**config.mk**
```make
export PLATFORM = sky130hd
export DESIGN_NAME = axadd_pipe
export DESIGN_NICKNAME = d
export VERILOG_FILES = /design/src/rtl/axadd_pipe.sv
export SDC_FILE = /design/constraint.sdc
export NUM_CORES = 1
export LEC_CHECK = 0
export ABC_AREA = 1
export BUFFER_PORTS_ARGS = -buffer_cell sky130_fd_sc_hd__buf_4
export CAP_MARGIN = 20
export CORE_ASPECT_RATIO = 0.9
export CORE_UTILIZATION = 35
export DETAILED_ROUTE_END_ITERATION = 7
export PLACE_DENSITY = 0.55
export SLEW_MARGIN = 10
export SYNTH_ARGS = -nofsm -noshare
export SYNTH_HDL_FRONTEND = slang
export SYNTH_SLANG_ARGS = --single-unit
```
**constraint.sdc**
```tcl
create_clock -name clk -period 4.3 [get_ports clk]
set_input_delay 0.86 -clock clk [delete_from_list [all_inputs] [get_ports clk]]
set_output_delay 0.86 -clock clk [all_outputs]
set_load 0.05 [all_outputs]
```
**src/rtl/axadd_pipe.sv**
```systemverilog
// axadd_pipe: two-stage valid/ready approximate adder with seven lower-part modes chosen per beat.
// Optional macro AXADD_ERRSTAT_EN builds exact-sum error statistics; without it stat_* read 0.
module axadd_pipe #(
    parameter int BIT_WIDTH = 8,
    parameter int KMAX      = 5,
    parameter int KW        = 4
) (
    input  logic                    clk,
    input  logic                    rst,
    input  logic                    in_valid,
    output logic                    in_ready,
    input  logic [BIT_WIDTH-1:0]    in_a,
    input  logic [BIT_WIDTH-1:0]    in_b,
    input  logic [2:0]              in_mode,
    input  logic [KW-1:0]           in_k,
    output logic                    out_valid,
    input  logic                    out_ready,
    output logic [BIT_WIDTH:0]      out_sum,
    output logic                    out_exact,
    input  logic                    stat_clr,
    output logic [31:0]             stat_cnt,
    output logic [32+BIT_WIDTH-1:0] stat_abs_err
);
    localparam int SW = BIT_WIDTH + 1;
    localparam int AW = 32 + BIT_WIDTH;

    typedef enum logic [2:0] {
        MODE_EXACT  = 3'd0,
        MODE_COPY_A = 3'd1,
        MODE_COPY_B = 3'd2,
        MODE_LOA    = 3'd3,
        MODE_TRUNC0 = 3'd4,
        MODE_TRUNC1 = 3'd5,
        MODE_ETA1   = 3'd6,
        MODE_RSVD   = 3'd7
    } mode_e;

    logic                 s1_valid_q;
    logic [BIT_WIDTH-1:0] s1_a_q, s1_b_q;
    mode_e                s1_mode_q;
    logic [KW-1:0]        s1_keff_q;
    logic                 s2_valid_q;
    logic [SW-1:0]        s2_sum_q;
    logic                 s2_exact_q;

    logic                 s1_load, s2_load;
    logic [KW-1:0]        keff_d;
    logic [SW-1:0]        sum_d, exact_sum;
    logic                 exact_d;

    // A stage may load when it is empty or its contents move on this cycle.
    assign s2_load  = !s2_valid_q || out_ready;
    assign s1_load  = !s1_valid_q || s2_load;
    assign in_ready = s1_load;
    assign keff_d   = (in_k > KW'(KMAX)) ? KW'(KMAX) : in_k;

`ifdef AXADD_ERRSTAT_EN
    logic [SW-1:0] s1_ref_q, s2_ref_q;
`endif

    always_ff @(posedge clk or posedge rst) begin
        if (rst) begin
            s1_valid_q <= 1'b0;
            s1_a_q     <= '0;
            s1_b_q     <= '0;
            s1_mode_q  <= MODE_EXACT;
            s1_keff_q  <= '0;
`ifdef AXADD_ERRSTAT_EN
            s1_ref_q   <= '0;
`endif
        end else if (s1_load) begin
            s1_valid_q <= in_valid;
            if (in_valid) begin
                s1_a_q    <= in_a;
                s1_b_q    <= in_b;
                s1_mode_q <= mode_e'(in_mode);
                s1_keff_q <= keff_d;
`ifdef AXADD_ERRSTAT_EN
                s1_ref_q  <= SW'(in_a) + SW'(in_b);
`endif
            end
        end
    end

    logic [SW-1:0]        ext_a, ext_b, mask, upper, lower;
    logic [BIT_WIDTH-1:0] p, g, eta;
    logic                 eta_s;

    // NOTE: every variable gets a default before the case so no latch is inferred.
    always_comb begin
        ext_a = SW'(s1_a_q);
        ext_b = SW'(s1_b_q);
`ifdef AXADD_ERRSTAT_EN
        exact_sum = s1_ref_q;
`else
        exact_sum = ext_a + ext_b;
`endif
        mask  = (SW'(1) << s1_keff_q) - SW'(1);
        upper = ((ext_a >> s1_keff_q) + (ext_b >> s1_keff_q)) << s1_keff_q;
        p     = s1_a_q ^ s1_b_q;
        g     = s1_a_q & s1_b_q;
        eta   = '0;
        eta_s = 1'b0;
        for (int i = KMAX - 1; i >= 0; i--) begin
            if (i < int'(s1_keff_q)) begin
                eta_s  = (i == int'(s1_keff_q) - 1) ? p[i] : (eta_s | g[i]);
                eta[i] = eta_s | p[i];
            end
        end
        lower = '0;
        case (s1_mode_q)
            MODE_COPY_A: lower = ext_a;
            MODE_COPY_B: lower = ext_b;
            MODE_LOA:    lower = ext_a | ext_b;
            MODE_TRUNC1: lower = '1;
            MODE_ETA1:   lower = SW'(eta);
            default:     lower = '0;
        endcase
        exact_d = (s1_mode_q == MODE_EXACT) || (s1_mode_q == MODE_RSVD) || (s1_keff_q == '0);
        sum_d   = exact_d ? exact_sum : (upper | (lower & mask));
    end

    always_ff @(posedge clk or posedge rst) begin
        if (rst) begin
            s2_valid_q <= 1'b0;
            s2_sum_q   <= '0;
            s2_exact_q <= 1'b0;
`ifdef AXADD_ERRSTAT_EN
            s2_ref_q   <= '0;
`endif
        end else if (s2_load) begin
            s2_valid_q <= s1_valid_q;
            if (s1_valid_q) begin
                s2_sum_q   <= sum_d;
                s2_exact_q <= exact_d;
`ifdef AXADD_ERRSTAT_EN
                s2_ref_q   <= exact_sum;
`endif
            end
        end
    end

    assign out_valid = s2_valid_q;
    assign out_sum   = s2_sum_q;
    assign out_exact = s2_exact_q;

`ifdef AXADD_ERRSTAT_EN
    logic [31:0]   cnt_q;
    logic [AW-1:0] abs_q;
    logic [SW-1:0] err;
    logic [AW:0]   abs_sum;

    assign err     = (s2_ref_q >= s2_sum_q) ? (s2_ref_q - s2_sum_q) : (s2_sum_q - s2_ref_q);
    assign abs_sum = {1'b0, abs_q} + (AW+1)'(err);

    always_ff @(posedge clk or posedge rst) begin
        if (rst) begin
            cnt_q <= '0;
            abs_q <= '0;
        end else if (stat_clr) begin
            cnt_q <= '0;
            abs_q <= '0;
        end else if (out_valid && out_ready && (err != '0)) begin
            cnt_q <= (&cnt_q) ? cnt_q : cnt_q + 32'd1;
            abs_q <= abs_sum[AW] ? '1 : abs_sum[AW-1:0];
        end
    end

    assign stat_cnt     = cnt_q;
    assign stat_abs_err = abs_q;
`else
    logic unused_stat_clr;
    assign unused_stat_clr = stat_clr;
    assign stat_cnt        = '0;
    assign stat_abs_err    = '0;
`endif
endmodule

```
### Yosys cells after proc, flatten, opt, wreduce, memory -nomap -nowiden

Index checks and enable logic that the tools add are counted.

| word-level totals | value |
|---|---|
| register bits | 35 |
| input bits | 28 |
| logic and storage cells | 74 |

| cells by class | value |
|---|---|
| shift-type cells | 4 |
| mux-type cells | 17 |
| order comparisons | 6 |
| reductions and logical operators | 11 |
| bitwise gates (word level) | 14 |
| eq/ne operators | 10 |
| add/subtract/negate cells | 4 |

Operators by type and width:

| cell | number |
|---|---|
| 3-bit by 32-bit equality test with 1-bit output (first input constant) | 2 |
| 9-bit case mux with 5 select lines | 1 |
| 2-bit by 32-bit equality test with 1-bit output (first input constant) | 1 |
| 4-bit by 32-bit equality test with 1-bit output (first input constant) | 1 |
| 32-bit zero test | 1 |
| 8-bit by 4-bit >> shifter with 9-bit output | 2 |
| 1-bit two-way mux | 14 |
| 8-bit by 8-bit adder with 9-bit output | 1 |
| 9-bit adder | 1 |
| 9-bit bitwise AND | 1 |
| 3-bit equality test (second input constant) | 3 |
| 9-bit two-way mux | 1 |
| 1-bit bitwise OR | 9 |
| 9-bit bitwise OR | 1 |
| 1-bit by 4-bit << shifter with 9-bit output (first input constant) | 1 |
| 9-bit by 4-bit << shifter with 9-bit output | 1 |
| 9-bit by 2-bit subtractor with 9-bit output (second input constant) | 1 |
| 1-bit by 4-bit less-than comparator with 1-bit output (first input constant) | 2 |
| 2-bit by 4-bit less-than comparator with 1-bit output (first input constant) | 2 |
| 8-bit bitwise OR | 1 |
| 3-bit by 2-bit equality test with 1-bit output (second input constant) | 2 |
| 5-bit bitwise AND | 1 |
| 4-bit by 1-bit subtractor with 5-bit output (second input constant) | 1 |
| 5-bit XOR | 1 |
| other kinds (9) | 14 |

### Depth between registers and ports, before layout

| logic depth | value |
|---|---|
| depth after elaboration | 21 |
| mapped depth | 24 |
| mapped depth without buffers | 22 |

### Least setup slack after synthesis

No wires, ideal clock.

| path | value |
|---|---|
| path type | reg2reg |
| start | register s1_keff_q[0] |
| end | register s2_sum_q[8] (netlist: out_sum[8]) |
| path slack | 1.260 ns |
| setup time | 0.118 ns |
| arrival | 2.922 ns |
| stages on the path, launching flop included | 25 |
| path buffers | 2 |
| clock period less this slack | 3.040 ns |
| path through | dfrtp_1 > buf_6 > clkbuf_1 > nand2_1 > o21ai_0 > inv_1 > nand2_1 > o21ai_0 > o2bb2ai_1 > ha_1 > inv_1 > fa_1 > inv_1 > nand3_1 > nand2_1 > a21oi_1 > o21bai_1 > xor2_1 > mux2i_1 > nand2_1 > o211ai_1 > nand2_1 > nand2_1 > nand2_1 > nand2_1 |

| on the way | value |
|---|---|
| longest elaborated chain between the ends | 5 |
| elaborated cells between the ends (all ways) | 11 |

Ends and longest elaborated chain:

| what | line | RTL |
|---|---|---|
| start: declaration | 41 | `logic [KW-1:0] s1_keff_q;` |
| start signal: assignment | 77 | `s1_keff_q <= keff_d;` |
| 8-bit by 4-bit >> shifter with 9-bit output / 1-bit by 4-bit << shifter with 9-bit output (equally long branches) | 99, 98 |  |
| 9-bit adder / 9-bit by 2-bit subtractor with 9-bit output (equally long branches) | 99, 98 |  |
| 9-bit by 4-bit << shifter with 9-bit output / 9-bit bitwise AND (equally long branches) | 99, 120 |  |
| 9-bit bitwise OR | 120 | `sum_d = exact_d ? exact_sum : (upper \| (lower & mask));` |
| 9-bit two-way mux * | 120 |  |
| end signal: assignment | 134 | `s2_sum_q <= sum_d;` |
| end: declaration | 43 | `logic [SW-1:0] s2_sum_q;` |

Every way passes the cells marked *; elsewhere a longest branch is shown, timed or not.
A chain may end at the register's enable or synchronous reset.

### Final worst setup path

| path | value |
|---|---|
| start | register s1_keff_q[0] |
| end | register s2_sum_q[4] (netlist: out_sum[4]) |

| on the way | value |
|---|---|
| longest elaborated chain between the ends | 9 |
| elaborated cells between the ends (all ways) | 18 |

Ends and longest elaborated chain:

| what | line | RTL |
|---|---|---|
| 4-bit by 1-bit subtractor with 5-bit output | 106 | `eta_s = (i == int'(s1_keff_q) - 1) ? p[i] : (eta_s \| g[i]);` |
| 4-bit by 32-bit equality test with 1-bit output | 106 |  |
| 1-bit two-way mux | 106 |  |
| 1-bit bitwise OR | 107 | `eta[i] = eta_s \| p[i];` |
| 1-bit two-way mux | 105 | `if (i < int'(s1_keff_q)) begin` |
| 9-bit case mux with 5 select lines | 111 | `case (s1_mode_q)` |
| 9-bit bitwise AND | 120 |  |
| 9-bit bitwise OR | 120 |  |
| 9-bit two-way mux * | 120 |  |

Marked as above.

==> flow_summary.json <==
{
  "dieHeight_um": 103,
  "hold_viol_final": 0,
  "synth_edf_count": 0,
  "synth_xor_area_frac": 0.0219,
  "p_per_area_mw_per_mm2": 472,
  "finalNonFillerCells": 775,
  "ys_seq_elements": 35,
  "finalPower_mw": 2.05,
  "synth_mux_area_frac": 0.00500,
  "nets": 679,
  "syn_inst": 584,
  "grtUsageTotal": 0.193,
  "hpwl_mm": 8.85,
  "critPathCaptureType": "flop",
  "io_buffers": 38,
  "synth_warnings": 0,
  "finalMaxSlewViolations": 0,
  "gp_congestion": 0.965,
  "nFillCells": 1186,
  "post_cts_buffers": 0,
  "critPathKind": "flop to flop",
  "tightest_slew_ns": 1.02,
  "cts_tree": "done",
  "clockBufferDepth": 2,
  "wl_mm": 11.0,
  "routedWlPerCell_um": 14.1,
  "layout_commonest_cell": "nand2_1",
  "hp-class": "flop to flop",
  "diodes": 0,
  "die_x_um": 115,
  "skew_ns": 0.00912,
  "synth_top_family_by_area": "buffers and inverters",
  "synth_compound_area_frac": 0.208,
  "syn_avg_cell_area_um2": 6.86,
  "min_period_ns": 3.50,
  "relSlewSlack": 0.320,
  "drt-initial-drc-count": 278,
  "overflow": 0,
  "start_kind": "flop",
  "netlist_area_mm2": 0.00400,
  "drive_gt1_frac": 0.133,
  "rsz0062_at_grt": "false",
  "root_buffer": "clkbuf_16",
  "core_mm2": 0.0110,
  "multi_input_area_mm2": 0.00248,
  "ant_nets": 0,
  "io_pins": 112,
  "finalSetupTns_ns": 0,
  "regArea_um2": 876,
  "ir_worst_vdd_mv": 0.176,
  "cts_buffers": 5,
  "cts_hold_buf": 0,
  "area_delta_synth_final_pct": 8.47,
  "clkLatencyLatePin_ns": 0.29,
  "synth-adder-area-share": 0.0944,
  "place_ws_ns": 0.913,
  "drc_errors": 0,
  "grt_pass1_vias": 3224,
  "clkTransAtPathRegs_ns": 0.06,
  "worst_slack_ns": 0.803,
  "antenna_found_initial": 0,
  "cts_resized": 0,
  "maxCapViolCount": 0,
  "crit_required_ns": 4.53,
  "arrival_ns": 3.72,
  "grt_start_max_net_pins": 43,
  "mostFrequentLayoutCells": "nand2_1, conb_1, inv_1",
  "initial_core_util": 0.364,
  "max_freq_mhz": 286,
  "fin_crit_sh": 0.813,
  "cts.sink_count": 35,
  "synth_cell_types": 47,
  "via_count": 3727,
  "placedCellCount": 767,
  "synth_top_flop_cell": "dfrtp_1",
  "path_max_fanout": 11,
  "yosysSeqAreaShare": 0.219,
  "power_leakage_nw": 2.25,
  "placementRows": 36,
  "viasPerCell": 4.81,
  "synthSimpleGateAreaFrac": 0.222,
  "die_area_mm2": 0.0119,
  "dr.pass1.iters": 5,
  "postSynth.asyncResetShare": 1.00,
  "grt_first_pass_wirelength_mm": 17.4,
  "status": "finished clean",
  "cts_max_level": 2,
  "finalSetupViolations": 0
}
path summary, 6_finish.rpt:
| check | from | end | slack [ns] | cells after the start |
|---|---|---|---|---|
| worst max-delay path | s1_keff_q[0] | out_sum[4] | 0.80 | 18 |
| max in group asynchronous | rst | out_sum[7] | 3.29 | 3 |
| worst max register to register | s1_keff_q[0] | out_sum[4] | 0.80 | 18 |
| worst min register to register | out_sum[6] | out_sum[6] | 0.48 | 1 |
| min in group asynchronous | rst | s1_b_q[1] | 0.68 | 3 |
| worst min-delay path | out_sum[6] | out_sum[6] | 0.48 | 1 |
area by class of cell:
type / instances / area share
multi-input cells: 456 / 0.571
flip-flops and latches: 35 / 0.202
repair buffers: 47 / 0.0812
inverters: 77 / 0.0666
well taps: 152 / 0.0438
clock buffers: 6 / 0.0320
clock inverters: 2 / 0.00375
flip-flops by register name, summed over array words and instances (netlist names):
| signal | cells |
|---|---|
| out_exact | 1 |
| s1_a_q | 8 |
| out_valid | 1 |
| s1_mode_q | 3 |
| out_sum | 9 |
| s1_b_q | 8 |
| s1_valid_q | 1 |
| s1_keff_q | 4 |
stage by stage:
step                       util  area, um^2  hold WS (ns)
after floorplan               -        4270         0.568
after global placement    0.381        4190         0.463
after detailed placement  0.381        4190         0.467
after CTS                 0.395        4340         0.480
after global routing      0.395        4340         0.497
final                     0.395        4340         0.476
where the power goes:
group	internal, mW	switching [mW]	leakage [nW]	total (mW)
Clock	0.232	0.154	0.0731	0.386
Combinational	0.347	0.853	1.75	1.20
Sequential	0.406	0.0583	0.426	0.464
cell usage after synthesis (12+ instances only):
library cell / instances / area [um^2]
a21oi_1: 28 / 140
buf_4: 73 / 548
dfrtp_1: 35 / 876
ha_1: 27 / 338
inv_1: 63 / 236
inv_2: 12 / 45.0
nand2_1: 132 / 495
nand3_1: 16 / 80.1
nor2_1: 31 / 116
o21ai_0: 56 / 280
worst max-delay path: stages, from the launching register on:
cell      delay [ns]
dfrtp_1         0.49
buf_4           0.25
nor2_4          0.17
buf_4           0.21
inv_1           0.09
nor2_1          0.26
nand2_1         0.10
o211ai_1        0.12
ha_1            0.33
a21oi_1         0.17
nand2_1         0.10
xor2_1          0.19
nand2_1         0.07
o21a_1          0.12
o21ai_0         0.26
nand2_1         0.10
a31oi_1         0.13
o21ai_0         0.17
nand2_1         0.09
kinds of logic (layout without fill, tap and decap cells):
| family | after synthesis | count (layout) |
|---|---|---|
| and+or+nand+nor | 205 | 205 |
| xor gates and xnor gates | 10 | 10 |
| muxes | 2 | 2 |
| other | 1 | 72 |
| DFF | 35 | 35 |
| adders and majority gates | 29 | 29 |
| AOI/OAI and AO/OA | 138 | 138 |
| buffers and inverters | 164 | 132 |
layer usage:
metal	wire length [um]	part of all wire	track usage	vias to the layer above
li1	-	-	-	1853
met4	140	0.013	0.0400	0
met1	5590	0.51	0.297	1660
met2	4360	0.40	0.283	196
met5	0	0	0	-
met3	864	0.079	0.0286	18
No activity file was read; power rests on OpenSTA's default activity.
